==> config.mk <==
export PLATFORM = sky130hd
export DESIGN_NAME = shift_arbiter
export DESIGN_NICKNAME = d
export VERILOG_FILES = /design/src/rtl/shift_pkg.sv /design/src/rtl/rr_pick.sv /design/src/rtl/shift_arbiter.sv
export SDC_FILE = /design/constraint.sdc
export NUM_CORES = 1
export LEC_CHECK = 0
export CAP_MARGIN = 0
export CORE_ASPECT_RATIO = 1.4
export CORE_MARGIN = 2
export CORE_UTILIZATION = 52
export CTS_CLUSTER_SIZE = 25
export DETAILED_ROUTE_END_ITERATION = 7
export MAX_ROUTING_LAYER = met4
export PLACE_DENSITY_LB_ADDON = 0.05
export SLEW_MARGIN = 20
export SYNTH_ARGS = -nofsm -noshare
export SYNTH_HDL_FRONTEND = slang
export SYNTH_SLANG_ARGS = --single-unit
export TNS_END_PERCENT = 30
==> constraint.sdc <==
create_clock -name clk -period 3.1 [get_ports clk]
set_input_delay 0.62 -clock clk [delete_from_list [all_inputs] [get_ports clk]]
set_output_delay 0.62 -clock clk [all_outputs]
set_load 0.02 [all_outputs]
==> src/rtl/shift_pkg.sv <==
// Shared types and default sizing for the shift-register arbiter.
// Holds the arbiter state encoding and the default parameter values.
package shift_pkg;

    typedef enum logic [1:0] {
        IDLE = 2'd0,
        LOAD = 2'd1,
        RUN  = 2'd2,
        DONE = 2'd3
    } state_t;

    localparam int NREQ_D = 4;
    localparam int LENW_D = 3;
    localparam int WDT_D  = 16;

endpackage

==> src/rtl/rr_pick.sv <==
// Combinational round-robin picker: first set request at or above ptr, wrapping.
// Returns the winner both one-hot and as an index.
module rr_pick #(
    parameter int NREQ = 4,
    parameter int IDXW = 2
) (
    input  logic [NREQ-1:0] req,
    input  logic [IDXW-1:0] ptr,
    output logic [NREQ-1:0] onehot,
    output logic [IDXW-1:0] idx,
    output logic            valid
);

    localparam int SW = IDXW + 1;

    logic [IDXW-1:0] cand [NREQ];
    logic [NREQ-1:0] hit;

    // cand[gi] is the requester visited gi steps after ptr, modulo NREQ
    generate
        for (genvar gi = 0; gi < NREQ; gi++) begin : g_cand
            logic [SW-1:0] sum;
            assign sum      = {1'b0, ptr} + SW'(gi);
            assign cand[gi] = (sum >= SW'(NREQ)) ? IDXW'(sum - SW'(NREQ)) : sum[IDXW-1:0];
            assign hit[gi]  = req[cand[gi]];
        end
    endgenerate

    always_comb begin
        idx   = '0;
        valid = 1'b0;
        for (int k = NREQ - 1; k >= 0; k--) begin
            if (hit[k]) begin
                idx   = cand[k];
                valid = 1'b1;
            end
        end
        onehot = valid ? (NREQ'(1) << idx) : '0;
    end

endmodule

==> src/rtl/shift_arbiter.sv <==
// Round-robin arbiter sequencing requesters onto an external shift datapath:
// grant, one-cycle counter load, wait for the counter to drain, then signal completion.
module shift_arbiter
    import shift_pkg::*;
#(
    parameter int NREQ = NREQ_D,
    parameter int LENW = LENW_D,
    parameter int WDT  = WDT_D
) (
    input  logic                 clk,
    input  logic                 rst,
    input  logic [NREQ-1:0]      req,
    input  logic [NREQ*LENW-1:0] len,
    input  logic                 shift,
    input  logic                 wr,
    output logic                 load,
    output logic [LENW-1:0]      sel,
    output logic [NREQ-1:0]      gnt,
    output logic [NREQ-1:0]      done,
    output logic                 err
);

    localparam int IDXW = $clog2(NREQ);
    localparam int WCW  = $clog2(WDT + 1);

    state_t          state_reg, state_next;
    logic [IDXW-1:0] ptr_reg, ptr_next;
    logic [IDXW-1:0] widx_reg, widx_next;
    logic [NREQ-1:0] gnt_reg, gnt_next;
    logic [NREQ-1:0] done_reg, done_next;
    logic            load_reg, load_next;
    logic [LENW-1:0] sel_reg, sel_next;
    logic            err_reg, err_next;
    logic [WCW-1:0]  wdt_reg, wdt_next;

    logic [NREQ-1:0] pick_onehot;
    logic [IDXW-1:0] pick_idx;
    logic            pick_valid;

    rr_pick #(
        .NREQ (NREQ),
        .IDXW (IDXW)
    ) u_pick (
        .req    (req),
        .ptr    (ptr_reg),
        .onehot (pick_onehot),
        .idx    (pick_idx),
        .valid  (pick_valid)
    );

    always_ff @(posedge clk or negedge rst) begin
        if (!rst) begin
            state_reg <= IDLE;
            ptr_reg   <= '0;
            widx_reg  <= '0;
            gnt_reg   <= '0;
            done_reg  <= '0;
            load_reg  <= 1'b0;
            sel_reg   <= '0;
            err_reg   <= 1'b0;
            wdt_reg   <= '0;
        end else begin
            state_reg <= state_next;
            ptr_reg   <= ptr_next;
            widx_reg  <= widx_next;
            gnt_reg   <= gnt_next;
            done_reg  <= done_next;
            load_reg  <= load_next;
            sel_reg   <= sel_next;
            err_reg   <= err_next;
            wdt_reg   <= wdt_next;
        end
    end

    always_comb begin
        state_next = state_reg;
        ptr_next   = ptr_reg;
        widx_next  = widx_reg;
        gnt_next   = gnt_reg;
        done_next  = '0;
        load_next  = 1'b0;
        sel_next   = '0;
        err_next   = err_reg;
        wdt_next   = wdt_reg;

        if (wr && state_reg != RUN) begin
            err_next = 1'b1;
        end

        case (state_reg)
            IDLE: begin
                wdt_next = '0;
                if (pick_valid) begin
                    state_next = LOAD;
                    gnt_next   = pick_onehot;
                    widx_next  = pick_idx;
                    ptr_next   = (pick_idx == IDXW'(NREQ - 1)) ? '0 : pick_idx + 1'b1;
                end
            end
            LOAD: begin
                load_next  = 1'b1;
                sel_next   = len[widx_reg*LENW +: LENW];
                state_next = RUN;
            end
            RUN: begin
                wdt_next = wdt_reg + 1'b1;
                // wdt_reg==0 marks the first RUN cycle, where shift cannot have risen yet
                if (wdt_reg != '0 && !shift) begin
                    state_next = DONE;
                    done_next  = gnt_reg;
                    gnt_next   = '0;
                end else if (wdt_reg == WCW'(WDT - 1)) begin
                    state_next = DONE;
                    gnt_next   = '0;
                    err_next   = 1'b1;
                end
            end
            DONE: begin
                state_next = IDLE;
            end
            default: begin
                state_next = IDLE;
            end
        endcase
    end

    assign load = load_reg;
    assign sel  = sel_reg;
    assign gnt  = gnt_reg;
    assign done = done_reg;
    assign err  = err_reg;

endmodule

Word-level counts from Yosys, hierarchy flattened
Cells that the tools add are included.
{"block": "totals", "out_inout_bits": 13, "elab_cells": 84, "in_bits": 20, "regBits": 24}
{"block": "op_classes", "add_sub_neg": 9, "mul": 1, "eq_ne": 8, "n_reduce_logical": 9, "order_cmp": 8, "shifts": 2, "mux": 38}
{"op": "2-to-1 mux 2 bit", "count": 12}
{"op": "2-to-1 mux 4 bit", "count": 5}
{"op": "2-to-1 mux 1 bit", "count": 13}
{"op": "less-than comparator 2 x 3 -> 1 bit, second input constant", "count": 4}
{"op": "variable part select 12 x 5 -> 3 bit", "count": 1}
{"op": "one-hot mux 5 bit (2 select lines)", "count": 1}
{"op": ">= comparator 3 bit, second input constant", "count": 3}
{"op": "binary-select mux 1 bit (select 2 bit)", "count": 4}
{"op": "one-hot mux 2 bit (4 select lines)", "count": 1}
{"op": "one-hot mux 4 bit (2 select lines)", "count": 1}
{"op": "subtractor 2 x 1 -> 2 bit, second input constant", "count": 4}
{"op": "adder 2 x 2 -> 3 bit, second input constant", "count": 2}
{"op": "== test 2 bit, second input constant", "count": 3}
{"op": "adder 5 x 1 -> 5 bit, second input constant", "count": 1}
{"op": "== test 5 x 4 -> 1 bit, second input constant", "count": 1}
{"op": "nonzero test 5 bit", "count": 1}
{"op": "multiplier 2 x 2 -> 4 bit, second input constant", "count": 1}
{"op": "!= test 2 bit, second input constant", "count": 2}
{"op": "AND reduction 2 bit", "count": 2}
{"op": "left shift 1 x 2 -> 4 bit, first input constant", "count": 1}
{"op": "adder 2 x 1 -> 3 bit, second input constant", "count": 1}
{"op": ">= comparator 2 x 3 -> 1 bit, second input constant", "count": 1}
{"op": "2-to-1 mux 3 bit", "count": 1}
{"op": "!= test 3 bit, second input constant", "count": 1}
{"op": "7 further kinds", "count": 8}

Logic depth before layout (Yosys ltp)
{"block": "logic_depth", "word_depth": 12, "mapped_depth": 7, "depth_no_buf": 6}

Modules after synthesis
A second synthesis with hierarchy kept.
{"block": "hier_totals", "cells_unflattened": 118, "area_unflattened_um2": 1302.5}
{"mod": "shift_arbiter", "cells_each": 89, "area_per_inst_um2": 1119.8, "seq_area_each_um2": 600.6, "n_inst": 1}
{"mod": "rr_pick", "cells_each": 29, "area_per_inst_um2": 182.7, "seq_area_each_um2": 0.0, "n_inst": 1}

Worst setup path before layout
OpenSTA, ideal clock, no wires.
{"block": "synth_path", "path_type": "input-to-reg", "start": "input port req[2]", "end": "register ptr_reg[1]", "cell_stages": 5, "setup_slack_ns": 1.290, "arrival_ns": 1.686, "setup_time_ns": 0.125, "path_buffers": 0, "required_ns": 2.975, "cell_sequence": "nor2b_1 -> a221oi_1 -> nor2_1 -> ha_1 -> mux2_2"}
{"block": "synth_between", "elab_chain_len": 8, "word_cells_on_any_way": 20, "classes_between": "1 x add/sub; 1 x eq/ne; 17 x mux; 1 x reduce/logical"}
{"element": "from (decl)", "line_no": "shift_arbiter.sv:12", "source": "input logic [NREQ-1:0] req,"}
{"element": "binary-select mux 1 bit (select 2 bit)", "line_no": "rr_pick.sv:25", "source": "assign hit[gi] = req[cand[gi]];"}
{"element": "2-to-1 mux 1 bit (implied by the code)", "line_no": "rr_pick.sv:25"}
{"element": "2-to-1 mux 2 bit (3 in a row)", "line_no": "rr_pick.sv:33", "source": "if (hit[k]) begin"}
{"element": "2-to-1 mux 2 bit (*)", "line_no": "rr_pick.sv:33"}
{"element": "named net pick_idx[1]", "line_no": "shift_arbiter.sv:37", "source": "logic [IDXW-1:0] pick_idx;"}
{"element": "adder 2 x 1 -> 2 bit or == test 2 bit (tied branches)", "line_no": "shift_arbiter.sv:97", "source": "ptr_next = (pick_idx == IDXW'(NREQ - 1)) ? '0 : pick_idx + 1'b1;"}
{"element": "2-to-1 mux 2 bit (*)", "line_no": "shift_arbiter.sv:97"}
{"element": "to (signal assigned)", "line_no": "shift_arbiter.sv:64", "source": "ptr_reg <= ptr_next;"}
{"element": "to (decl)", "line_no": "shift_arbiter.sv:27", "source": "logic [IDXW-1:0] ptr_reg, ptr_next;"}
The timed path passes the listed nets; every way through them passes the cells marked *. The select of a mux whose other input is x is not followed.
A chain may end at the register's enable or synchronous reset.

Final worst setup path
Same ends and word-level chain as after synthesis.

==> run metrics <==
logic gate share of total power 52.6%; initial antenna violation count 0; power density normalized to cell area 765 mW/mm2; Root Buffer sky130_fd_sc_hd__clkbuf_4; largest buffer count on any clock path 2; number of buffers inserted to repair setup after CTS 0; Data required, critical path 3.30 ns; largest fanout of any net on the critical path 7; portion of the post-synthesis area used by sequential elements 44.4%; switching power summed over all nets 0.000541 W; Gate Count Post-Synth 130; detailed-router iteration count before antenna repair 4; placed cell areas 0.00170 mm2; post-DR vias/cell 5.65; hold slack 0.512 ns; global route overflow 0; Post-DP HPWL 2180 um; number of nets in the layout 193; H-tree level count 1; primary flip-flop cell chosen by synthesis mapping sky130_fd_sc_hd__dfrtp_1; number of buffers added on ports 32; number of enable flip-flop cells after synthesis 0; total die area 0.00303 mm2; Most Crowded Layer GR met2; most common library cells after synthesis 24 x sky130_fd_sc_hd__dfrtp_1, 13 x sky130_fd_sc_hd__inv_1, 12 x sky130_fd_sc_hd__nand2_1, 10 x sky130_fd_sc_hd__ha_1, 8 x sky130_fd_sc_hd__nand3_1; filler instances 211; post-synth top area cell sky130_fd_sc_hd__dfrtp_1; via count of the first global-routing pass 1,094; number of flip-flops under the largest register name 5; die extent in y 64.3 um; data arrival time of the critical path 2.40 ns; most instantiated library cell after synthesis sky130_fd_sc_hd__dfrtp_1; category of the worst setup path capture point flop; clock transition at the register clock pins on the worst setup and hold paths after CTS 0.11 ns; number of hold-slack violations in the final timing report 0; Final Cycle Share 71.0%; sw frac 41.0%; mean instance size in the synthesized netlist 10.4 um2; number of warnings printed during yosys synthesis 0; first-pass GRT wire length 4530 um; share of layout cells above drive strength 1 6.83%; share of total power in the clock network 9.9%; power share of the sequential group 37.5%; run status complete, no violations; Global Route met3 Usage 3.11%; count of unresolved DRC violations after routing 0; final core area utilization 70.5%; Clock Sink Count 24; setup repair after global routing missed its margin no; diode count 0; Internal 0.000777 W; total routed wirelength 2700 um; Final min period 2.20 ns; Unique masters post-synth 37; Top-Level Pins 33; number of buffers created by CTS 3; Final Skew 0.00504 ns; overall die width 47.1 um; Slew Limit Fails 0; transition time at the pin with the least slew margin 0.515 ns; number of DRC markers after the initial detailed-route iteration 20; Worst-Skew Late Latency 0.31 ns; num rows 21; starting density of the core 55.3%; grt met1 use 23.0%; cell area after layout 0.00172 mm2; count of nets left with antenna violations after detail routing 0; number of flip-flops and latches in the synthesized netlist 24; area of the placeable core 0.00244 mm2; detailed-route wire length per cell 13.8 um; Synth async-reset ratio 100%; static leakage 0.729 nW; CTS hold repair buffers 0; clock tree from TritonCTS yes; combined area of all synthesized cells 0.00135 mm2; Layout Area Growth over Synthesis 27.5%; Max-Cap Viols 0; CTS resizes 0; peak ir drop on the vdd network 445 uV; overall track demand over capacity in global routing 20.8%; sum of negative setup slack 0 ns; type of the worst setup path in -> reg; final setup violation count 0; GPL Wtd Cong 0.871; fraction of post-synthesis cell area in the top cell type by area 44.4%; min-delay worst type reg -> reg; Highest Clock Rate 455 MHz; Setup crit start kind primary input; met2 global-route usage 36.0%; pin count of the biggest net entering global routing 25; net count of the mapped netlist 160; Slew headroom 65.3%; total vias in the final route 1,101; top cells by area, synth sky130_fd_sc_hd__dfrtp_1 44%, sky130_fd_sc_hd__ha_1 9.3%, sky130_fd_sc_hd__mux4_2 5.0%
==> power by group through the flow <==
stage,Clock [W],Sequential (W),Combinational [W]
CTS,0.000135,0.000494,0.000699
global placement,0,0.000496,0.000682
detailed placement,0,0.000501,0.000695
global route,0.000151,0.000504,0.000770
floorplan,0,0.000531,0.000446
finish,0.000130,0.000494,0.000694
==> cells by family after synthesis <==
kind of cell               Yosys count  synth area share [%]
DFF                                 24                  44.4
adders and majority gates           10                  9.26
xor gates and xnor gates             1                 0.648
buffers and inverters               18                  5.19
muxes                                5                  6.57
AOI/OAI and AO/OA                   26                  15.4
and+or+nand+nor                     46                  18.5
==> stage by stage <==
step	setup slack, ns	cells	total power (W)
6_report	0.901	195	0.00132
3_5_place_dp	0.578	192	0.00120
3_3_place_gp	0.622	192	0.00118
4_1_cts	0.910	195	0.00133
2_1_floorplan	1.29	130	0.000977
5_1_grt	0.808	195	0.00143
==> placed cells by master (no fill, tap or decap), types with 2 or more instances in the layout <==
cell,netlist,routed
sky130_fd_sc_hd__o21ai_0,4,4
sky130_fd_sc_hd__nor4_1,5,5
sky130_fd_sc_hd__nand3_1,8,8
sky130_fd_sc_hd__clkdlybuf4s50_1,0,32
sky130_fd_sc_hd__ha_1,10,10
sky130_fd_sc_hd__o22ai_1,2,2
sky130_fd_sc_hd__o221ai_1,4,4
sky130_fd_sc_hd__o211ai_1,3,3
sky130_fd_sc_hd__a21oi_1,4,4
sky130_fd_sc_hd__dfrtp_1,24,24
sky130_fd_sc_hd__mux4_2,3,3
sky130_fd_sc_hd__and2_1,3,3
sky130_fd_sc_hd__nand2b_1,2,2
sky130_fd_sc_hd__nor2_1,6,6
sky130_fd_sc_hd__inv_1,13,13
sky130_fd_sc_hd__nand2_1,12,12
sky130_fd_sc_hd__clkbuf_4,0,3
sky130_fd_sc_hd__nor2b_1,4,4
==> path summary, 6_finish.rpt <==
kind | startpoint | endpoint | slack (ns) | cells after the start
max in group asynchronous | rst | done[2] | 2.22 | 2
max | req[2] | ptr_reg[1] | 0.90 | 6
min in group asynchronous | rst | wdt_reg[2] | 0.65 | 2
min reg2reg | err | err | 0.51 | 2
min | err | err | 0.51 | 2
max reg2reg | wdt_reg[0] | state_reg[0] | 1.24 | 6
==> layout make-up <==
type / count / area, um2 / area share [%]
multi-input combinational: 88 / 681 / 39.5
sequential: 24 / 601 / 34.9
timing repair buffer: 33 / 328 / 19.0
inverter: 13 / 48.8 / 2.83
tap: 34 / 42.5 / 2.47
clock buffer: 3 / 22.5 / 1.31
==> layer usage <==
layer / wire length (um) / share of wire [%]
met5: 0 / 0
met4: 51 / 1.9
met3: 109 / 4.0
met2: 1460 / 54
met1: 1070 / 40
==> worst max-delay path: stages <==
cell	delay [ns]
sky130_fd_sc_hd__clkdlybuf4s50_1	0.54
sky130_fd_sc_hd__nor2b_1	0.20
sky130_fd_sc_hd__a221oi_1	0.38
sky130_fd_sc_hd__nor2_1	0.14
sky130_fd_sc_hd__ha_1	0.28
sky130_fd_sc_hd__mux2_2	0.25
No activity file was read; power rests on OpenSTA's default activity.
